--- config.mk ---
export PLATFORM = sky130hd
export DESIGN_NAME = i2c_tx_fifo
export DESIGN_NICKNAME = d
export VERILOG_FILES = /design/src/rtl/i2c_tx_fifo.sv
export SDC_FILE = /design/constraint.sdc
export NUM_CORES = 1
export LEC_CHECK = 0
export CAP_MARGIN = 15
export CORE_AREA = 2 2 117 119
export CTS_BUF_LIST = sky130_fd_sc_hd__clkbuf_16
export DETAILED_ROUTE_END_ITERATION = 10
export DIE_AREA = 0 0 119 121
export PLACE_DENSITY = 0.72
export SYNTH_ARGS = -nofsm -noshare
export SYNTH_HDL_FRONTEND = slang
export SYNTH_SLANG_ARGS = --single-unit
--- constraint.sdc ---
create_clock -name pclk_i -period 3.12 [get_ports pclk_i]
set_input_delay 0.624 -clock pclk_i [delete_from_list [all_inputs] [get_ports pclk_i]]
set_output_delay 0.624 -clock pclk_i [all_outputs]
set_load 0.02 [all_outputs]
--- src/rtl/i2c_tx_fifo.sv ---
// i2c_tx_fifo: 16-entry transmit byte FIFO between the APB register block and the I2C core.
// Define I2C_TX_FIFO_ERR_FLAGS_EN to add sticky overflow/underflow flags and err_clr_i.
module i2c_tx_fifo #(
  parameter int DATA_WIDTH = 8,
  parameter int ADDR_WIDTH = 4
) (
  input  logic                  pclk_i,
  input  logic                  preset_n_i,
  input  logic [DATA_WIDTH-1:0] wr_data_i,
  input  logic                  wr_en_i,
  input  logic                  rd_en_i,
  output logic [DATA_WIDTH-1:0] rd_data_o,
  output logic                  rd_valid_o,
  output logic                  full_o,
  output logic                  empty_o,
`ifdef I2C_TX_FIFO_ERR_FLAGS_EN
  output logic                  overflow_o,
  output logic                  underflow_o,
  input  logic                  err_clr_i,
`endif
  output logic [ADDR_WIDTH:0]   count_o
);
  logic [DATA_WIDTH-1:0] r_mem [2**ADDR_WIDTH];
  logic [ADDR_WIDTH:0]   r_wr_ptr, r_rd_ptr;
  logic                  r_wr_en_q;
  logic                  w_wr_stb, w_wr_acc, w_rd_acc;
  // wr_en_i is a level held for the whole APB access; only its rising edge writes
  assign w_wr_stb = wr_en_i & ~r_wr_en_q;
  assign full_o   = (r_wr_ptr[ADDR_WIDTH] != r_rd_ptr[ADDR_WIDTH]) &&
                    (r_wr_ptr[ADDR_WIDTH-1:0] == r_rd_ptr[ADDR_WIDTH-1:0]);
  assign empty_o  = r_wr_ptr == r_rd_ptr;
  assign count_o  = r_wr_ptr - r_rd_ptr;
  assign w_wr_acc = w_wr_stb & ~full_o;
  assign w_rd_acc = rd_en_i & ~empty_o;
  always_ff @(posedge pclk_i or negedge preset_n_i) begin
    if (!preset_n_i) begin
      r_wr_ptr   <= '0;
      r_rd_ptr   <= '0;
      r_wr_en_q  <= 1'b0;
      rd_data_o  <= '0;
      rd_valid_o <= 1'b0;
    end else begin
      r_wr_en_q  <= wr_en_i;
      rd_valid_o <= w_rd_acc;
      if (w_wr_acc) r_wr_ptr <= r_wr_ptr + 1'b1;
      if (w_rd_acc) begin
        r_rd_ptr  <= r_rd_ptr + 1'b1;
        rd_data_o <= r_mem[r_rd_ptr[ADDR_WIDTH-1:0]];
      end
    end
  end
  // storage is deliberately left out of reset
  always_ff @(posedge pclk_i)
    if (w_wr_acc) r_mem[r_wr_ptr[ADDR_WIDTH-1:0]] <= wr_data_i;
`ifdef I2C_TX_FIFO_ERR_FLAGS_EN
  always_ff @(posedge pclk_i or negedge preset_n_i) begin
    if (!preset_n_i) begin
      overflow_o  <= 1'b0;
      underflow_o <= 1'b0;
    end else begin
      overflow_o  <= (w_wr_stb & full_o) ? 1'b1 : err_clr_i ? 1'b0 : overflow_o;
      underflow_o <= (rd_en_i & empty_o) ? 1'b1 : err_clr_i ? 1'b0 : underflow_o;
    end
  end
`endif
endmodule

Yosys cells after proc, flatten, opt, wreduce, memory -nomap -nowiden --
Memories as Yosys holds them, arrays and structs flattened. A register that Yosys moved wholly into a read port is not among the register bits. Cells that the tools add are included. W data, S select, Z words.
Word-level totals: register bits 12, latch bits 0, bits in writable memories 128, bits in read-only memories 0, input port bits 12, output and inout port bits 16, logic and storage cells 21, memories kept 1
Operators by class: add/subtract/negate cells 3, $mul 0, divide/modulo/power cells 0, magnitude comparators 0, equal/unequal tests 3, shift-type cells 0, muxes and demuxes 2, bitwise logic cells 6, reduce and logical (&&, ||, !) cells 2
Memory list:
- r_mem | depth 16, width 8, read ports 1, clocked after memory_dff 1, write ports 1, RTL line 23 | logic [DATA_WIDTH-1:0] r_mem [2**ADDR_WIDTH];
Operators with widths (number):
- $add A5 B1 Y5 const B | 2
- $eq A5 B5 Y1 | 1
- $sub A5 B5 Y5 | 1
- $eq A4 B4 Y1 | 1
- $and A1 B1 Y1 | 3
- $not A1 Y1 | 3
- $mux W1 | 2
- $logic_and A1 B1 Y1 | 1
- $logic_not A1 Y1 | 1
- $ne A1 B1 Y1 | 1

Logic depth before layout (Yosys ltp) --
Gate-level depths: netlist of the first run.
depth in word-level cells 6, mapped depth 9, gate-level depth less buffers 7

Least setup slack after synthesis of the first run --
No wires, ideal clock.
path kind register to register, from reg r_rd_ptr[1], to mem r_mem[0][0], enable pin, setup time 0.395 ns, arrival time 2.177 ns, required time 2.725 ns, setup slack 0.549 ns, cell stages (with the launch flop) 8, path buffers 2, clock period less this slack 2.571 ns, cell sequence dfrtp_1 > buf_2 > buf_2 > inv_1 > ha_1 > nand4_1 > o21ai_2 > nor4_1
On the way: longest elaborated chain between the ends 6
Ends and longest elaborated chain:
- from (decl) | RTL line 24 | logic [ADDR_WIDTH:0] r_wr_ptr, r_rd_ptr;
- from (signal assigned) | RTL line 47 | r_rd_ptr <= r_rd_ptr + 1'b1;
- $eq A4 B4 Y1 | RTL line 30 | (r_wr_ptr[ADDR_WIDTH-1:0] == r_rd_ptr[ADDR_WIDTH-1:0]);
- $logic_and A1 B1 Y1 | RTL line 29 | assign full_o = (r_wr_ptr[ADDR_WIDTH] != r_rd_ptr[ADDR_WIDTH]) &&
- $not A1 Y1 | RTL line 33 | assign w_wr_acc = w_wr_stb & ~full_o;
- $and A1 B1 Y1 | RTL line 33
- $mux W1 | RTL line 54 | if (w_wr_acc) r_mem[r_wr_ptr[ADDR_WIDTH-1:0]] <= wr_data_i;
- $mux W1 (implied by the code) | RTL line 54
- to (decl) | RTL line 23
Every way passes these cells.

Worst setup path after layout of the first run --
from reg r_wr_ptr[1], to out count_o[3]
On the way: longest elaborated chain between the ends 1
Ends and longest elaborated chain:
- from (decl) | RTL line 24
- from (signal assigned) | RTL line 45 | if (w_wr_acc) r_wr_ptr <= r_wr_ptr + 1'b1;
- $sub A5 B5 Y5 | RTL line 32 | assign count_o = r_wr_ptr - r_rd_ptr;
- to (decl) | RTL line 21 | output logic [ADDR_WIDTH:0] count_o
Every way passes these cells.

==> flow_metrics.env, run 1 <==
export IMPL_synth_top_area_share_pct=64.50
export IMPL_finalPower_w=0.006684
export IMPL_critPathMaxStageDelay_ns=0.61
export IMPL_avgSynthCellArea_um2=17.53
export IMPL_tightestPinTransition_ns=0.8851
export IMPL_final_nets=404
export IMPL_ys_flop_type="edfxtp_1"
export IMPL_cap_violations=0
export IMPL_required_ns=2.50
export IMPL_place_area_mm2=0.006437
export IMPL_pre_cts_slack_ns=0.1615
export IMPL_gr_usage_all_layers_pct=17.73
export IMPL_relSlewSlack_pct=40.78
export IMPL_async_reset_ff_share_pct=13.51
export IMPL_ios=28
export IMPL_setup_slack_ns=0.1452
export IMPL_grt_met1_usage_pct=21.86
export IMPL_rsz0062_at_grt="no"
export IMPL_synth_area_mm2=0.005959
export IMPL_cts_buffer_depth=2
export IMPL_endpoint_kind="primary output"
export IMPL_cts_tree="done"
export IMPL_drt_first_pass_iters=4
export IMPL_clock_fmax_mhz=336.2
export IMPL_worstSetupPathType="reg -> out"
export IMPL_synth_edf_count=128
export IMPL_port_buffers=27
export IMPL_finalHoldViolations=0
export IMPL_holdWs_ns=0.5254
export IMPL_overflow=0
export IMPL_clkSlewWorstSetupHoldPaths_ns=0.06
export IMPL_syn_inst=340
export IMPL_cp_max_fo=6
export IMPL_die_area_mm2=0.01440
export IMPL_ys_warnings_count=0
export IMPL_grt_pass1_wl_um=18320
export IMPL_seq_area_mm2=0.004345
export IMPL_coreArea_mm2=0.01309
export IMPL_h_tree_depth=4
export IMPL_synthTopCellsByArea="edfxtp_1 (64%), dfrtp_1 (8.4%), mux4_2 (6.0%)"
export IMPL_cts_made_buffers=17
export IMPL_yosysTopAreaCell="edfxtp_1"
export IMPL_busiest_layer="met2"
export IMPL_status="finished clean"
export IMPL_worstPathArrival_ns=2.35
export IMPL_skew_ns=0.004781
export IMPL_cts_sinks=148
export IMPL_p_leak_nw=2.458
export IMPL_use_met2_pct=29.74
export IMPL_syn_to_final_growth_pct=17.57
export IMPL_synth_commonest_cells="edfxtp_1 (128), mux2i_1 (32), nor2_1 (25)"
export IMPL_num_vias=3112
export IMPL_rows=42
export IMPL_syn_num_nets=362
export IMPL_fp_dieW_um=119
export IMPL_cpMaxStageDelayCell="clkdlybuf4s50_1"
export IMPL_min_path_type="reg -> reg"
export IMPL_clock_root_buffer="clkbuf_16"
export IMPL_period_needed_ns=2.975
export IMPL_postRouteAntennaNets=0
export IMPL_slew_viol_final=0
export IMPL_antenna_found_initial=0
export IMPL_tns_ns=0
export IMPL_drive_above_1_share_pct=15.19
export IMPL_postLayoutCellArea_mm2=0.007007
export IMPL_min_period_over_period_pct=95.34
export IMPL_fill_cells=993
export IMPL_wl_per_cell_um=20.79
export IMPL_path_cells="ha_1 > a21o_1 > a21oi_1 > xnor2_1 > clkdlybuf4s50_1"
export IMPL_grtUsageMet3_pct=4.135
export IMPL_setup_viol=0
export IMPL_grt_pass1_vias=3232
export IMPL_dp_hpwl_um=7155
export IMPL_synth_seq_cells=148
export IMPL_power_density_mw_per_mm2=953.9
export IMPL_start_util_pct=45.54
export IMPL_viasPerCell=5.450
export IMPL_ir_drop_uv=443.2
export IMPL_post_cts_buffers=0
export IMPL_drt_wl_total_um=11870
export IMPL_clock_latency_ns=0.41
export IMPL_drtIter0Drc=312
export IMPL_n_antenna_cell=0
export IMPL_gp_congestion=0.8361
export IMPL_critical_path_startpoint_type="flop"
export IMPL_synth_most_common_cell="edfxtp_1"
export IMPL_drc=0
export IMPL_ys_types=32
export IMPL_die_y_um=121
export IMPL_grt_max_degree=51
export IMPL_multiInputGateArea_mm2=0.001474
export IMPL_synth_seq_area_share_pct=72.90
[report_power, final]
group          switching, W  leakage [nW]  total [W]  internal, W
Clock              0.000721         0.287    0.00195      0.00123
Sequential         0.000177          1.39    0.00254      0.00237
Combinational       0.00123         0.785    0.00219     0.000961
[path summary, 6_finish.rpt]
| path | from | endpoint | slack, ns | cells after the start |
|---|---|---|---|---|
| min | r_rd_ptr[4] | r_rd_ptr[4] | 0.53 | 1 |
| max reg2reg | r_wr_ptr[3] | r_mem[15][3] | 0.63 | 5 |
| min reg2reg | r_rd_ptr[4] | r_rd_ptr[4] | 0.53 | 1 |
| max | r_wr_ptr[1] | count_o[3] | 0.15 | 5 |
| min in group asynchronous | preset_n_i | r_rd_ptr[1] | 0.56 | 2 |
| max in group asynchronous | preset_n_i | r_rd_ptr[1] | 2.33 | 2 |
[critical path, delay by kind of cell (launching register included)]
family / cells / cell delay (ns)
xor gates and xnor gates: 1 / 0.13
adders and majority gates: 1 / 0.36
AOI/OAI and AO/OA: 2 / 0.37
buffers and inverters: 1 / 0.61
DFF: 1 / 0.47
[sequential cells by signal (all words and copies together), names as in the netlist]
| register | cells |
|---|---|
| r_mem | 128 |
| r_rd_ptr | 5 |
| r_wr_en_q | 1 |
| r_wr_ptr | 5 |
| rd_data_o | 8 |
| rd_valid_o | 1 |
[metal layers]
layer | wire (um) | vias up | share of wire (%)
li1 | - | 1424 | -
met1 | 4694 | 1545 | 40
met2 | 6143 | 120 | 52
met3 | 721 | 23 | 6.1
met4 | 312 | 0 | 2.6
met5 | 0 | - | 0
[per-stage QoR]
step / instances / utilization (%)
global route: 571 / 53.55
floorplan: 340 / -
detailed placement: 539 / 49.20
finish: 571 / 53.55
CTS: 571 / 53.57
global placement: 539 / 49.20
[final cells by class]
| type | count | share of cell area, % |
|---|---|---|
| clock buffer | 17 | 6.071 |
| clock inverter | 15 | 2.089 |
| inverter | 12 | 0.6429 |
| multi-input combinational | 165 | 21.04 |
| sequential | 148 | 62.02 |
| tap | 176 | 3.143 |
| timing repair buffer | 38 | 5.000 |
[cells by family after synthesis]
| kind of cell | count (synthesis) | synth area share [%] |
|---|---|---|
| flops | 148 | 72.90 |
| xor+xnor | 13 | 1.911 |
| simple gates | 53 | 4.430 |
| compound gates | 41 | 4.745 |
| buf+inv | 27 | 2.372 |
| fa+ha+maj | 10 | 2.226 |
| mux | 48 | 11.42 |
[layout by cell type (no fill, tap or decap)]
master	synthesis	routed
a21boi_2	2	2
a21o_1	2	2
a21oi_1	2	2
a22oi_1	8	8
a31oi_1	8	8
and3_1	8	8
and4_1	1	1
buf_4	2	11
bufinv_16	0	3
clkbuf_16	0	17
clkbuf_2	0	1
clkdlybuf4s50_1	0	25
clkinv_1	0	4
clkinv_2	0	6
clkinvlp_4	0	1
dfrtp_1	20	19
dfrtp_2	0	1
dlymetal6s2s_1	0	1
edfxtp_1	128	128
fa_1	1	1
ha_1	9	9
inv_1	12	13
mux2i_1	32	32
mux4_2	16	16
nand2_1	4	4
nand3_1	2	2
nand3b_1	2	2
nand4_1	5	5
nor2_1	25	25
nor2b_1	1	1
nor4_1	4	4
o21ai_0	2	2
o21ai_2	1	1
o22ai_1	15	15
o22ai_2	1	1
or3b_1	1	1
xnor2_1	10	10
xor2_1	3	3
[timing repair]
action                                  4_1_cts  5_1_grt
gates cloned                                  0        0
endpoints found under the setup margin        1        2
hold buffers                                  0        0
resized for setup                             2        3
No activity file was read; power rests on OpenSTA's default activity.
==> run 2, diff against run 1 <==
- CTS_CLUSTER_SIZE: not set -> 10
==> results of run 2 <==
Same layout as run 1: the final DEF is identical, and so are final timing and power.
==> run 3, diff against run 2 <==
- GPL_TIMING_DRIVEN: not set -> 0
==> run 3 against run 2 <==
- via count increased by 2.8%
- highest routed layer unchanged
- final cell count increased by 1.4%
- critical endpoint is now r_mem[14][3]
- sequential share of layout area decreased by 0.59 points
- count of clock-buffer cells in the layout unchanged
- global-route usage increased by 0.18 points
- first-iteration DRC count decreased by 14%
- worst hold slack improved by 0.013 ns
==> flow_metrics.env, run 3 (same netlist as run 1, synthesis figures left out) <==
export IMPL_drt_first_pass_iters=5
export IMPL_syn_to_final_growth_pct=18.66
export IMPL_h_tree_depth=4
export IMPL_clock_latency_ns=0.42
export IMPL_critical_path_startpoint_type="flop"
export IMPL_overflow=0
export IMPL_min_path_type="reg -> reg"
export IMPL_ir_drop_uv=423.5
export IMPL_worstSetupPathType="reg -> reg"
export IMPL_tightestPinTransition_ns=0.9687
export IMPL_p_leak_nw=2.480
export IMPL_die_area_mm2=0.01440
export IMPL_slew_viol_final=0
export IMPL_cts_sinks=148
export IMPL_cp_max_fo=10
export IMPL_finalHoldViolations=0
export IMPL_fp_dieW_um=119
export IMPL_start_util_pct=45.54
export IMPL_drive_above_1_share_pct=17.87
export IMPL_ios=28
export IMPL_drc=0
export IMPL_port_buffers=27
export IMPL_grt_pass1_vias=3203
export IMPL_grt_max_degree=21
export IMPL_final_nets=412
export IMPL_r2r_end="r_mem[14][3]"
export IMPL_stdcell_count=579
export IMPL_hold_buffers=0
export IMPL_n_antenna_cell=0
export IMPL_cap_violations=0
export IMPL_clkSlewWorstSetupHoldPaths_ns=0.06
export IMPL_drt_wl_total_um=12200
export IMPL_postRouteAntennaNets=0
export IMPL_dp_hpwl_um=7891
export IMPL_min_delay_path_depth=1
export IMPL_endpoint_kind="flop"
export IMPL_die_y_um=121
export IMPL_clock_root_buffer="clkbuf_16"
export IMPL_final_cell_mix="edfxtp_1 (128), mux2i_1 (32), nor2_1 (25)"
export IMPL_rr_startpoint="r_rd_ptr[1]"
export IMPL_period_needed_ns=3.062
export IMPL_hold_end="r_wr_ptr[4]"
export IMPL_final_common_cell="edfxtp_1"
export IMPL_worstPathArrival_ns=3.09
export IMPL_tns_ns=0
export IMPL_dp_cells=547
export IMPL_relSlewSlack_pct=35.22
export IMPL_gr_usage_all_layers_pct=17.91
export IMPL_r2r_slack_ns=0.06
export IMPL_wl_per_cell_um=21.07
export IMPL_setup_viol=0
export IMPL_drtIter0Drc=267
export IMPL_cts_buffer_depth=2
export IMPL_antenna_found_initial=0
export IMPL_coreArea_mm2=0.01309
export IMPL_r2r_cells=8
export IMPL_rows=42
export IMPL_cts_made_buffers=17
export IMPL_power_density_mw_per_mm2=956.9
export IMPL_num_vias=3198
export IMPL_viasPerCell=5.523
export IMPL_skew_ns=0.008532
export IMPL_required_ns=3.15
export IMPL_gp_congestion=0.8130
export IMPL_clock_fmax_mhz=326.6
export IMPL_grt_pass1_wl_um=18350
export IMPL_rsz0062_at_grt="yes"
export IMPL_min_period_over_period_pct=98.15
export IMPL_status="finished clean"
export IMPL_cts_tree="done"
export IMPL_hold_start="r_wr_ptr[4]"
export IMPL_largest_reg_flops=128
==> run 3: how the worst max path moves through the flow <==
stage / start / endpoint / slack [ns]
4_1_cts: r_rd_ptr[1] / count_o[4] / 0.02
6_report: r_rd_ptr[1] / r_mem[14][3] / 0.06
3_5_place_dp: r_rd_ptr[1] / count_o[4] / -0.07
5_1_grt: r_rd_ptr[1] / r_mem[12][1] / -0.1
3_3_place_gp: r_rd_ptr[1] / r_mem[0][0] / -0.53
2_1_floorplan: r_rd_ptr[1] / r_mem[0][0] / 0.55
==> run 3: through the flow <==
step	setup slack, ns	hold slack (ns)	utilization, %	power [W]	cell area, um2
2_1_floorplan	0.5486	0.3284	-	0.004076	5959
3_3_place_gp	-0.5303	0.5172	49.29	0.004829	6450
3_5_place_dp	-0.07167	0.5281	49.71	0.004918	6505
4_1_cts	0.01613	0.5366	54.09	0.006809	7078
5_1_grt	-0.09514	0.5584	54.04	0.007051	7072
6_report	0.05779	0.5381	54.04	0.006767	7072
==> run 3: repair_timing <==
action | in CTS | in global routing
resized for setup | 13 | 1
setup endpoints to repair | 30 | 17
buffers inserted | 0 | 0
==> run 3: routing by layer <==
metal  track usage [%]  wire length [um]
met3             3.947               813
met5                 0                 0
met1             21.66              4845
met4             9.077               293
met2             30.39              6247
==> run 3: report_power, final <==
| group | internal (W) | leakage (nW) | switching, W |
|---|---|---|---|
| sequential | 0.00237 | 1.39 | 0.000131 |
| clock | 0.00117 | 0.275 | 0.000756 |
| combinational | 0.00100 | 0.818 | 0.00135 |
| total | 0.00453 | 2.48 | 0.00224 |
==> run 3: critical path, cell delays in order, from the launching register on <==
cell	delay (ns)
dfrtp_1	0.35
buf_2	0.16
buf_6	0.19
inv_1	0.12
ha_1	0.33
and4_1	0.24
a21boi_2	0.34
nand3_1	0.19
nor2_1	0.76
==> run 3: cell type report <==
type / instances / area, um2
multi-input cells: 165 / 1499
well taps: 176 / 220.2
inverters: 12 / 45.04
flip-flops and latches: 148 / 4344
plain buffers: 15 / 102.6
repair buffers: 31 / 292.8
fillers: 980 / 6013
clock buffers: 17 / 425.4
clock inverters: 15 / 142.6
